<file path="src/rtl/medikit_pkg.sv">
// Shared medicine-kit constants: scheduler FSM encodings and buzzer driver state codes.
// The buzzer driver decode uses REM_BASE/STATE_IDLE from here so both sides stay in step.
package medikit_pkg;

  localparam logic [1:0] ST_IDLE     = 2'd0;
  localparam logic [1:0] ST_RING_ON  = 2'd1;
  localparam logic [1:0] ST_RING_OFF = 2'd2;

  localparam logic [3:0] REM_BASE   = 4'b0110;
  localparam logic [3:0] STATE_IDLE = 4'b0000;

  function automatic logic [3:0] rem_code(input logic [1:0] idx);
    return REM_BASE + {2'b00, idx};
  endfunction

endpackage

</file>
<file path="src/rtl/reminder_scheduler_snooze_timer.sv">
// Per-slot snooze countdown, decremented on tick; load beats tick, clear beats both.
// Zero flag is combinational from the registered count; no backpressure.
module snooze_timer #(
  parameter int W = 8
) (
  input  logic         clk_base,
  input  logic         rst,
  input  logic         clear,
  input  logic         load,
  input  logic [W-1:0] load_val,
  input  logic         tick,
  output logic         zero
);

  logic [W-1:0] cnt;

  always_ff @(posedge clk_base or posedge rst) begin
    if (rst) begin
      cnt <= '0;
    end else if (clear) begin
      cnt <= '0;
    end else if (load) begin
      cnt <= load_val;
    end else if (tick && (cnt != '0)) begin
      cnt <= cnt - W'(1);
    end
  end

  assign zero = (cnt == '0);

endmodule

</file>
<file path="src/rtl/reminder_scheduler.sv">
// Round-robin reminder arbiter driving the buzzer code with on/off beep cadence and auto-snooze.
// Grant one cycle after an eligible request in IDLE; exits (ack/drop/timeout) take effect next edge.
module reminder_scheduler
  import medikit_pkg::*;
#(
  parameter int N_SLOT       = 3,
  parameter int ON_TICKS     = 2,
  parameter int OFF_TICKS    = 2,
  parameter int RING_TICKS   = 30,
  parameter int SNOOZE_TICKS = 120,
  parameter int MAX_SNOOZE   = 2
) (
  input  logic              clk_base,
  input  logic              rst,
  input  logic              tick,
  input  logic [N_SLOT-1:0] req,
  input  logic              ack,
  output logic [N_SLOT-1:0] grant,
  output logic [N_SLOT-1:0] done,
  output logic [N_SLOT-1:0] missed,
  output logic [3:0]        state_out,
  output logic              buzz_en,
  output logic              tone_sel,
  output logic              busy
);

  localparam int IW     = 2;
  localparam int PH_MAX = (ON_TICKS > OFF_TICKS) ? ON_TICKS : OFF_TICKS;
  localparam int RCW    = $clog2(RING_TICKS + 1);
  localparam int PCW    = (PH_MAX > 1) ? $clog2(PH_MAX + 1) : 1;
  localparam int SCW    = (MAX_SNOOZE > 0) ? $clog2(MAX_SNOOZE + 1) : 1;
  localparam int TW     = (SNOOZE_TICKS > 1) ? $clog2(SNOOZE_TICKS + 1) : 1;

  logic [1:0]        state;
  logic [IW-1:0]     gidx;
  logic [IW-1:0]     rr_ptr;
  logic [RCW-1:0]    ring_cnt;
  logic [PCW-1:0]    phase_cnt;
  logic [N_SLOT-1:0] served;
  logic [SCW-1:0]    snz_cnt [N_SLOT];
  logic [N_SLOT-1:0] snz_zero;
  logic [N_SLOT-1:0] snz_load;

  logic [N_SLOT-1:0] elig;
  logic [N_SLOT-1:0] pick_oh;
  logic [N_SLOT-1:0] done_nxt;
  logic [N_SLOT-1:0] missed_nxt;
  logic [IW-1:0]     pick;
  logic [IW-1:0]     next_ptr;
  logic              ringing;
  logic              do_ack;
  logic              do_drop;
  logic              do_tmo;
  logic              do_exit;
  logic              can_snooze;

  // First eligible slot at or after ptr, wrapping; only consulted when elig is nonzero.
  function automatic logic [IW-1:0] rr_pick(input logic [N_SLOT-1:0] el, input logic [IW-1:0] ptr);
    logic [IW-1:0] sel;
    logic          found;
    int            idx;
    sel   = ptr;
    found = 1'b0;
    for (int k = 0; k < N_SLOT; k++) begin
      idx = (int'(ptr) + k) % N_SLOT;
      if (!found && el[idx]) begin
        sel   = IW'(idx);
        found = 1'b1;
      end
    end
    return sel;
  endfunction

  always_comb begin
    elig       = req & ~served & snz_zero;
    pick       = rr_pick(elig, rr_ptr);
    ringing    = (state != ST_IDLE);
    can_snooze = (snz_cnt[gidx] < SCW'(MAX_SNOOZE));
    do_ack     = ringing & ack;
    do_drop    = ringing & ~ack & ~req[gidx];
    do_tmo     = ringing & ~ack & req[gidx] & tick & (ring_cnt == RCW'(RING_TICKS - 1));
    do_exit    = do_ack | do_drop | do_tmo;
    next_ptr   = (gidx == IW'(N_SLOT - 1)) ? '0 : gidx + IW'(1);
    pick_oh    = '0;
    done_nxt   = '0;
    missed_nxt = '0;
    snz_load   = '0;
    for (int i = 0; i < N_SLOT; i++) begin
      pick_oh[i]    = (pick == IW'(i));
      done_nxt[i]   = do_ack & (gidx == IW'(i));
      missed_nxt[i] = do_tmo & ~can_snooze & (gidx == IW'(i));
      snz_load[i]   = do_tmo & can_snooze & (gidx == IW'(i));
    end
  end

  for (genvar i = 0; i < N_SLOT; i++) begin : g_snz
    snooze_timer #(.W(TW)) u_snooze_timer (
      .clk_base (clk_base),
      .rst      (rst),
      .clear    (~req[i]),
      .load     (snz_load[i]),
      .load_val (TW'(SNOOZE_TICKS)),
      .tick     (tick),
      .zero     (snz_zero[i])
    );
  end

  always_ff @(posedge clk_base or posedge rst) begin
    if (rst) begin
      state     <= ST_IDLE;
      gidx      <= '0;
      rr_ptr    <= '0;
      ring_cnt  <= '0;
      phase_cnt <= '0;
      served    <= '0;
      grant     <= '0;
      done      <= '0;
      missed    <= '0;
      state_out <= STATE_IDLE;
      buzz_en   <= 1'b0;
      tone_sel  <= 1'b0;
      busy      <= 1'b0;
      for (int i = 0; i < N_SLOT; i++) snz_cnt[i] <= '0;
    end else begin
      done   <= done_nxt;
      missed <= missed_nxt;
      // A served slot stays ineligible until upstream withdraws its request.
      served <= req & (served | done_nxt | missed_nxt);
      if (do_exit) begin
        state         <= ST_IDLE;
        grant         <= '0;
        buzz_en       <= 1'b0;
        state_out     <= STATE_IDLE;
        busy          <= 1'b0;
        phase_cnt     <= '0;
        rr_ptr        <= next_ptr;
        snz_cnt[gidx] <= (do_tmo && can_snooze) ? snz_cnt[gidx] + SCW'(1) : '0;
      end else begin
        case (state)
          ST_IDLE: begin
            if (|elig) begin
              state     <= ST_RING_ON;
              gidx      <= pick;
              grant     <= pick_oh;
              ring_cnt  <= '0;
              phase_cnt <= '0;
              tone_sel  <= ~tone_sel;
              buzz_en   <= 1'b1;
              state_out <= rem_code(pick);
              busy      <= 1'b1;
            end
          end
          ST_RING_ON: begin
            if (tick) begin
              ring_cnt <= ring_cnt + RCW'(1);
              if (phase_cnt == PCW'(ON_TICKS - 1)) begin
                phase_cnt <= '0;
                state     <= ST_RING_OFF;
                buzz_en   <= 1'b0;
              end else begin
                phase_cnt <= phase_cnt + PCW'(1);
              end
            end
          end
          ST_RING_OFF: begin
            if (tick) begin
              ring_cnt <= ring_cnt + RCW'(1);
              if (phase_cnt == PCW'(OFF_TICKS - 1)) begin
                phase_cnt <= '0;
                state     <= ST_RING_ON;
                buzz_en   <= 1'b1;
                tone_sel  <= ~tone_sel;
              end else begin
                phase_cnt <= phase_cnt + PCW'(1);
              end
            end
          end
          default: state <= ST_IDLE;
        endcase
      end
    end
  end

endmodule

</file>
<file path="config.mk">
export PLATFORM = sky130hd
export DESIGN_NAME = reminder_scheduler
export DESIGN_NICKNAME = d
export VERILOG_FILES = /design/src/rtl/medikit_pkg.sv /design/src/rtl/reminder_scheduler_snooze_timer.sv /design/src/rtl/reminder_scheduler.sv
export SDC_FILE = /design/constraint.sdc
export NUM_CORES = 1
export LEC_CHECK = 0
export BUFFER_PORTS_ARGS = -buffer_cell sky130_fd_sc_hd__clkbuf_2
export CAP_MARGIN = 0
export CORE_AREA = 5 5 84 86
export DETAILED_ROUTE_END_ITERATION = 10
export DIE_AREA = 0 0 89 91
export PLACE_DENSITY = 0.74
export REMOVE_ABC_BUFFERS = 1
export SLEW_MARGIN = 20
export SYNTH_ARGS = -nofsm -noshare
export SYNTH_HDL_FRONTEND = slang
export SYNTH_SLANG_ARGS = --single-unit
</file>
<file path="constraint.sdc">
create_clock -name clk_base -period 2 [get_ports clk_base]
set_input_delay 0.4 -clock clk_base [delete_from_list [all_inputs] [get_ports clk_base]]
set_output_delay 0.4 -clock clk_base [all_outputs]
set_load 0.05 [all_outputs]
</file>
## Word-level counts from Yosys, hierarchy flattened

Index checks and enable logic that the tools add are counted.

- Magnitude comparators: 7
- $add $sub $neg: 10
- Divide/modulo/power cells: 3
- Eq/ne operators: 21
- Reductions and logical operators: 34
- Muxes and demuxes: 67
- Bitwise logic cells: 31

Operators with widths:

| cell | count |
|---|---|
| 32-bit by 4-bit < comparator with 1-bit output, second input constant | 3 |
| 32-bit by 3-bit modulo with 32-bit output, second input constant | 2 |
| 7-bit two-way mux | 9 |
| 2-bit two-way mux | 18 |
| 3-bit by 3-bit modulo with 32-bit output, second input constant | 1 |
| 7-bit zero test | 3 |
| 7-bit nonzero test | 3 |
| 7-bit by 1-bit subtractor with 7-bit output, second input constant | 3 |
| 1-bit two-way mux | 20 |
| 1-bit AND | 17 |
| 3-bit != test, second input constant | 5 |
| 4-bit two-way mux | 3 |
| 3-bit by 1-bit != test with 1-bit output, second input constant | 4 |
| 5-bit two-way mux | 2 |
| 5-bit case mux with 2 select lines | 1 |
| 5-bit AND reduction | 2 |
| 2-bit nonzero test | 5 |
| 3-bit AND | 3 |
| 3-bit two-way mux | 3 |
| 1-bit binary-select mux with 2-bit select | 4 |
| 2-bit by 1-bit == test with 1-bit output, second input constant | 4 |
| 1-bit logical AND | 7 |
| 2-bit by 1-bit adder with 2-bit output, second input constant | 3 |
| 6-bit bitwise mux | 1 |
| 33 further kinds | 47 |

- Word-level logic and storage cells: 192
- Bits in registers: 59
- Output and inout bits: 16
- Input bits: 7

## Logic depth before layout (Yosys ltp)

- Depth after elaboration: 17
- Mapped depth: 10
- Gate-level depth less buffers: 8

## Cells and area by module

From an unflattened synthesis, not the netlist that was laid out.

- Cell total of the unflattened synthesis: 380
- Area, all modules: 3573.4 µm²

By module, submodules not included:

| module | times used | cells each | sequential area each (µm²) | area each (µm²) |
|---|---|---|---|---|
| reminder_scheduler | 1 | 227 | 925.9 | 2188.3 |
| snooze_timer | 3 | 51 | 175.2 | 461.7 |

## Worst setup path after synthesis

No wires, ideal clock.

- Path kind: register -> register
- Start: register rr_ptr[0]
- End: register gidx[1]
- Required time: 1875 ps
- Slack: -149 ps
- Path buffers: 1
- Arrival: 2024 ps
- Library setup time: 125 ps
- Cell stages (with the launch flop): 10
- Period minus slack after synthesis: 2149 ps
- Cell sequence: dfrtp_1 -> inv_1 -> ha_1 -> clkbuf_1 -> inv_1 -> nand4_1 -> nand4_1 -> or2_2 -> o31a_1 -> mux2_2

- Cells in the longest elaborated chain, start to end: 11
- Elaborated cells between the ends (all ways): 23
- Classes of those cells: add/sub (2); div (3); mux (14); reduce/logical (4)

Ends and longest elaborated chain:

| what | RTL line | text |
|---|---|---|
| from (decl) | reminder_scheduler.sv:36 | `logic [IW-1:0] rr_ptr;` |
| from (signal assigned) | reminder_scheduler.sv:136 | `rr_ptr <= next_ptr;` |
| branches (longest 10 deep; another with 32-bit by 3-bit modulo with 32-bit output) | n/a |  |
| 2-bit two-way mux (*) | reminder_scheduler.sv:66 | `if (!found && el[idx]) begin` |
| to (signal assigned) | reminder_scheduler.sv:143 | `gidx <= pick;` |
| to (decl) | reminder_scheduler.sv:35 | `logic [IW-1:0] gidx;` |

Every way passes the cells marked *. The select of a mux whose other input is x is not followed.
A chain may end at the register's enable or synchronous reset.

## Worst setup path after layout

- Start: register g_snz[2].u_snooze_timer.cnt[0]
- End: register gidx[1]

- Cells in the longest elaborated chain, start to end: 12
- Elaborated cells between the ends (all ways): 22
- Classes of those cells: mux (14); bitwise (1); reduce/logical (7)

Ends and longest elaborated chain:

| what | RTL line | text |
|---|---|---|
| from (decl) | reminder_scheduler_snooze_timer.sv:15 | `logic [W-1:0] cnt;` |
| from (signal assigned) | reminder_scheduler_snooze_timer.sv:23 | `cnt <= load_val;` |
| from (signal assigned) | reminder_scheduler_snooze_timer.sv:25 | `cnt <= cnt - W'(1);` |
| 7-bit zero test (*) | reminder_scheduler_snooze_timer.sv:29 | `assign zero = (cnt == '0);` |
| 3-bit AND (*) | reminder_scheduler.sv:75 | `elig = req & ~served & snz_zero;` |
| 1-bit binary-select mux with 2-bit select | reminder_scheduler.sv:66 |  |
| 1-bit two-way mux (implied by the code) (2 in series) | reminder_scheduler.sv:66 |  |
| 1-bit two-way mux | reminder_scheduler.sv:66 |  |
| 1-bit zero test | reminder_scheduler.sv:66 |  |
| 1-bit logical AND | reminder_scheduler.sv:66 |  |
| 1-bit two-way mux | reminder_scheduler.sv:66 |  |
| 1-bit zero test | reminder_scheduler.sv:66 |  |
| 1-bit logical AND | reminder_scheduler.sv:66 |  |
| 2-bit two-way mux | reminder_scheduler.sv:66 |  |

Every way passes the cells marked *; elsewhere a longest branch is shown, timed or not. The select of a mux whose other input is x is not followed.

==> summary.json <==
{
  "rsz0062_at_grt": "true",
  "final-max-slew-violation-count": 0,
  "cts_hold_repair.buffers": 0,
  "met2_length_um": 4160,
  "grt_start_max_net_pins": 59,
  "maximum_level_of_the_cts_h_tree": 3,
  "yosys_register_bits": 58,
  "timing.reg2reg.setup_slack_ns": -0.13,
  "tightest_slew_ns": 0.5090,
  "die_width_um": 89,
  "compound_gate_portion_of_the_synthesized_area": 0.1454,
  "number_of_antenna_violations_at_the_first_check_in_global_routing": 0,
  "fraction_of_synthesized_area_in_multiplexers": 0.04924,
  "ys.flop_type": "sky130_fd_sc_hd__dfrtp_1",
  "worst_clock_skew_ns": 0.01183,
  "postSynthAreaPerCell_um2": 10.24,
  "fin_crit_ns": 2.130,
  "holdCritPathClass": "primary input to async pin",
  "cell_taking_the_most_area_after_synthesis": "sky130_fd_sc_hd__dfrtp_1",
  "area.sequential_mm2": 0.001453,
  "core_area_mm2": 0.006205,
  "critical_path_capture_point_type": "flop",
  "area_delta_synth_final_pct": 36.26,
  "drt_pre_antenna_iters": 4,
  "ffs_w_async_s_r_synth": 1.000,
  "synth_seq_area_share": 0.4427,
  "cts.reportedPaths.clkPinSlew_ns": 0.07,
  "cts_buffer_depth": 2,
  "placementRows": 29,
  "yosys.area_share.xor_xnor": 0.05076,
  "synth_top_family_by_area": "simple AND/OR/NAND/NOR gates",
  "synth_top_cells_by_area": "sky130_fd_sc_hd__dfrtp_1, sky130_fd_sc_hd__ha_1, sky130_fd_sc_hd__nand2_1",
  "insertedDiodeCount": 0,
  "status": "complete, but fails checks",
  "synth_cell_type_count": 60,
  "multi_input_area_mm2": 0.001852,
  "cp_data_required_time_ns": 2.23,
  "ys_warn_count": 0,
  "fraction_of_the_mapped_netlist_area_in_adder_cells": 0.05344,
  "violated_checks": "negative setup slack",
  "effective_utilization_at_floorplan": 0.5283,
  "synthDominantCellAreaShare": 0.4427,
  "yosys.area_share.simple": 0.2229,
  "cp-start-kind": "flop",
  "top_level_port_count": 23,
  "gpl.final_weighted_congestion": 0.9054,
  "post_synth_inst_count": 320,
  "dp.final_hpwl_um": 5724,
  "tritoncts": "built",
  "avgViaCountPerCell": 5.491,
  "detail_route.drc_violations": 0,
  "first_pass_grt_wire_length_um": 13680,
  "cts-root-buf": "sky130_fd_sc_hd__clkbuf_8",
  "place_inst": 485,
  "clkLatencyLatePin_ns": 0.35,
  "number_of_violations_of_the_max_capacitance_limit": 0,
  "number_of_enable_type_register_cells_in_the_synthesized_netlist": 0,
  "tritoncts_num_sinks": 58,
  "numPortBuffers": 22,
  "hold_ws_ns": 0.09168,
  "finalSetupTns_ns": -0.5477,
  "power.static_leakage_nw": 2.126,
  "cellPowerDensity_mw_per_mm2": 1792,
  "first_global_vias": 2917,
  "max_clock_freq_mhz": 469.5,
  "fillerInstances": 445,
  "final_std_cells_w_o_fill": 513,
  "worstPathArrival_ns": 2.36,
  "route.met3.wl_um": 293,
  "drive_above_1_share": 0.4083,
  "worstSetupPathType": "flop to flop",
  "report.final.setup_viol": 10,
  "globalRoute.totalOverflow": 0,
  "timing.final.ws_setup_ns": -0.1301,
  "groute.usage.overall": 0.2162,
  "chipHeight_um": 91,
  "final_min_period_over_clock_period": 1.065,
  "slew-limit-headroom": 0.6607,
  "tritoncts.num_buffers": 9,
  "routed-via-count": 2817,
  "top_signal_layer_used": "met4",
  "syn_area_mm2": 0.003278,
  "first_iter_violations": 240,
  "worstPathMaxFanout": 6,
  "ant_nets": 0,
  "hold_viol_final": 0,
  "fin_nets": 452,
  "netlist_top_cells_count": "sky130_fd_sc_hd__dfrtp_1, sky130_fd_sc_hd__nand2_1, sky130_fd_sc_hd__nor2_1",
  "peakVddDrop_mv": 0.9987,
  "dieArea_mm2": 0.008099,
  "yosysMostFrequentCell": "sky130_fd_sc_hd__dfrtp_1",
  "m1WireLength_um": 3595,
  "wl_per_cell_um": 15.98,
  "routed_wire_length_um": 8199
}
layout by cell type (no fill, tap or decap), drive strengths merged, types with 7 or more instances in the layout:
cell	netlist	routed
inv	19	19
nand3	11	11
a21oi	7	7
xor2	9	9
nor2	23	23
ha	14	14
dfrtp	58	58
nand2	41	41
clkbuf	4	33
mux2	8	8
a21boi	13	13
buf	4	86
xnor2	10	10
o21ai	14	14
cell type report:
type | count | area share
Multi-Input combinational cell | 235 | 0.4146
Clock inverter | 5 | 0.01737
Clock buffer | 11 | 0.03165
Inverter | 19 | 0.01597
Sequential cell | 58 | 0.3252
Tap cell | 77 | 0.02157
Timing Repair Buffer | 108 | 0.1737
registers in the layout, indices dropped and copies added, names as in the netlist:
register,count
served,3
ring_cnt,5
gidx,2
state_out,3
grant,3
g_snz.u_snooze_timer.cnt,21
rr_ptr,2
phase_cnt,2
done,3
buzz_en,1
busy,1
state,2
tone_sel,1
snz_cnt,6
missed,3
logic make-up (layout without fill, tap and decap cells):
family / Yosys count / after routing
buffers and inverters: 27 / 143
AND/OR/NAND/NOR: 124 / 124
multiplexers: 14 / 14
XOR/XNOR: 19 / 19
AO/OA/AOI/OAI: 64 / 64
flip-flops: 58 / 58
adder cells (fa/ha/maj): 14 / 14
power by group:
group | switching [W] | internal (W) | total (W) | leakage, nW
Combinational | 0.00258 | 0.00239 | 0.00497 | 1.25
Clock | 0.000480 | 0.000731 | 0.00121 | 0.109
Sequential | 0.000292 | 0.00153 | 0.00183 | 0.771
worst max-delay path, stage by stage, from the launching register on:
cell and delay, ns:
sky130_fd_sc_hd__dfrtp_1 0.35, sky130_fd_sc_hd__inv_1 0.06, sky130_fd_sc_hd__ha_2 0.18, sky130_fd_sc_hd__and4bb_2 0.28, sky130_fd_sc_hd__nand4b_1 0.13, sky130_fd_sc_hd__nand4_1 0.13, sky130_fd_sc_hd__or2_4 0.25, sky130_fd_sc_hd__o31a_1 0.34
sky130_fd_sc_hd__mux2_4 0.28
final timing paths:
check                                                 end                      startpoint  cells after the start
hold / removal             g_snz[1].u_snooze_timer.cnt[0]                             rst                      3
hold reg to reg                                  grant[1]                        grant[1]                      2
min in group clk_base                           served[0]                          req[0]                      2
setup / recovery                                  gidx[1]  g_snz[2].u_snooze_timer.cnt[0]                      8
setup reg to reg                                  gidx[1]  g_snz[2].u_snooze_timer.cnt[0]                      8
max in group asynchronous                         gidx[0]                             rst                      3
layer usage:
metal,GRT usage,vias up
met4,0.05583,0
met1,0.2819,1379
met3,0.05792,16
met5,0,-
met2,0.3552,55
li1,-,1367
what timing repair did:
item                       4_1_cts  5_1_grt
setup endpoints to repair       34       33
resized for setup               26       21
pin swaps                       15        9
setup buffers                    7        5
per-stage QoR:
stage	setup slack (ns)	power (W)	util	instance area, um2
after floorplan	-0.2256	0.004536	-	3233
after global placement	-0.1495	0.006167	0.6459	4008
after detailed placement	-0.1785	0.006249	0.6459	4008
after CTS	-0.1095	0.007781	0.7018	4354
after global routing	-0.2014	0.008582	0.7199	4467
final	-0.1301	0.008005	0.7199	4467
Power figures use the tool's default switching activity.
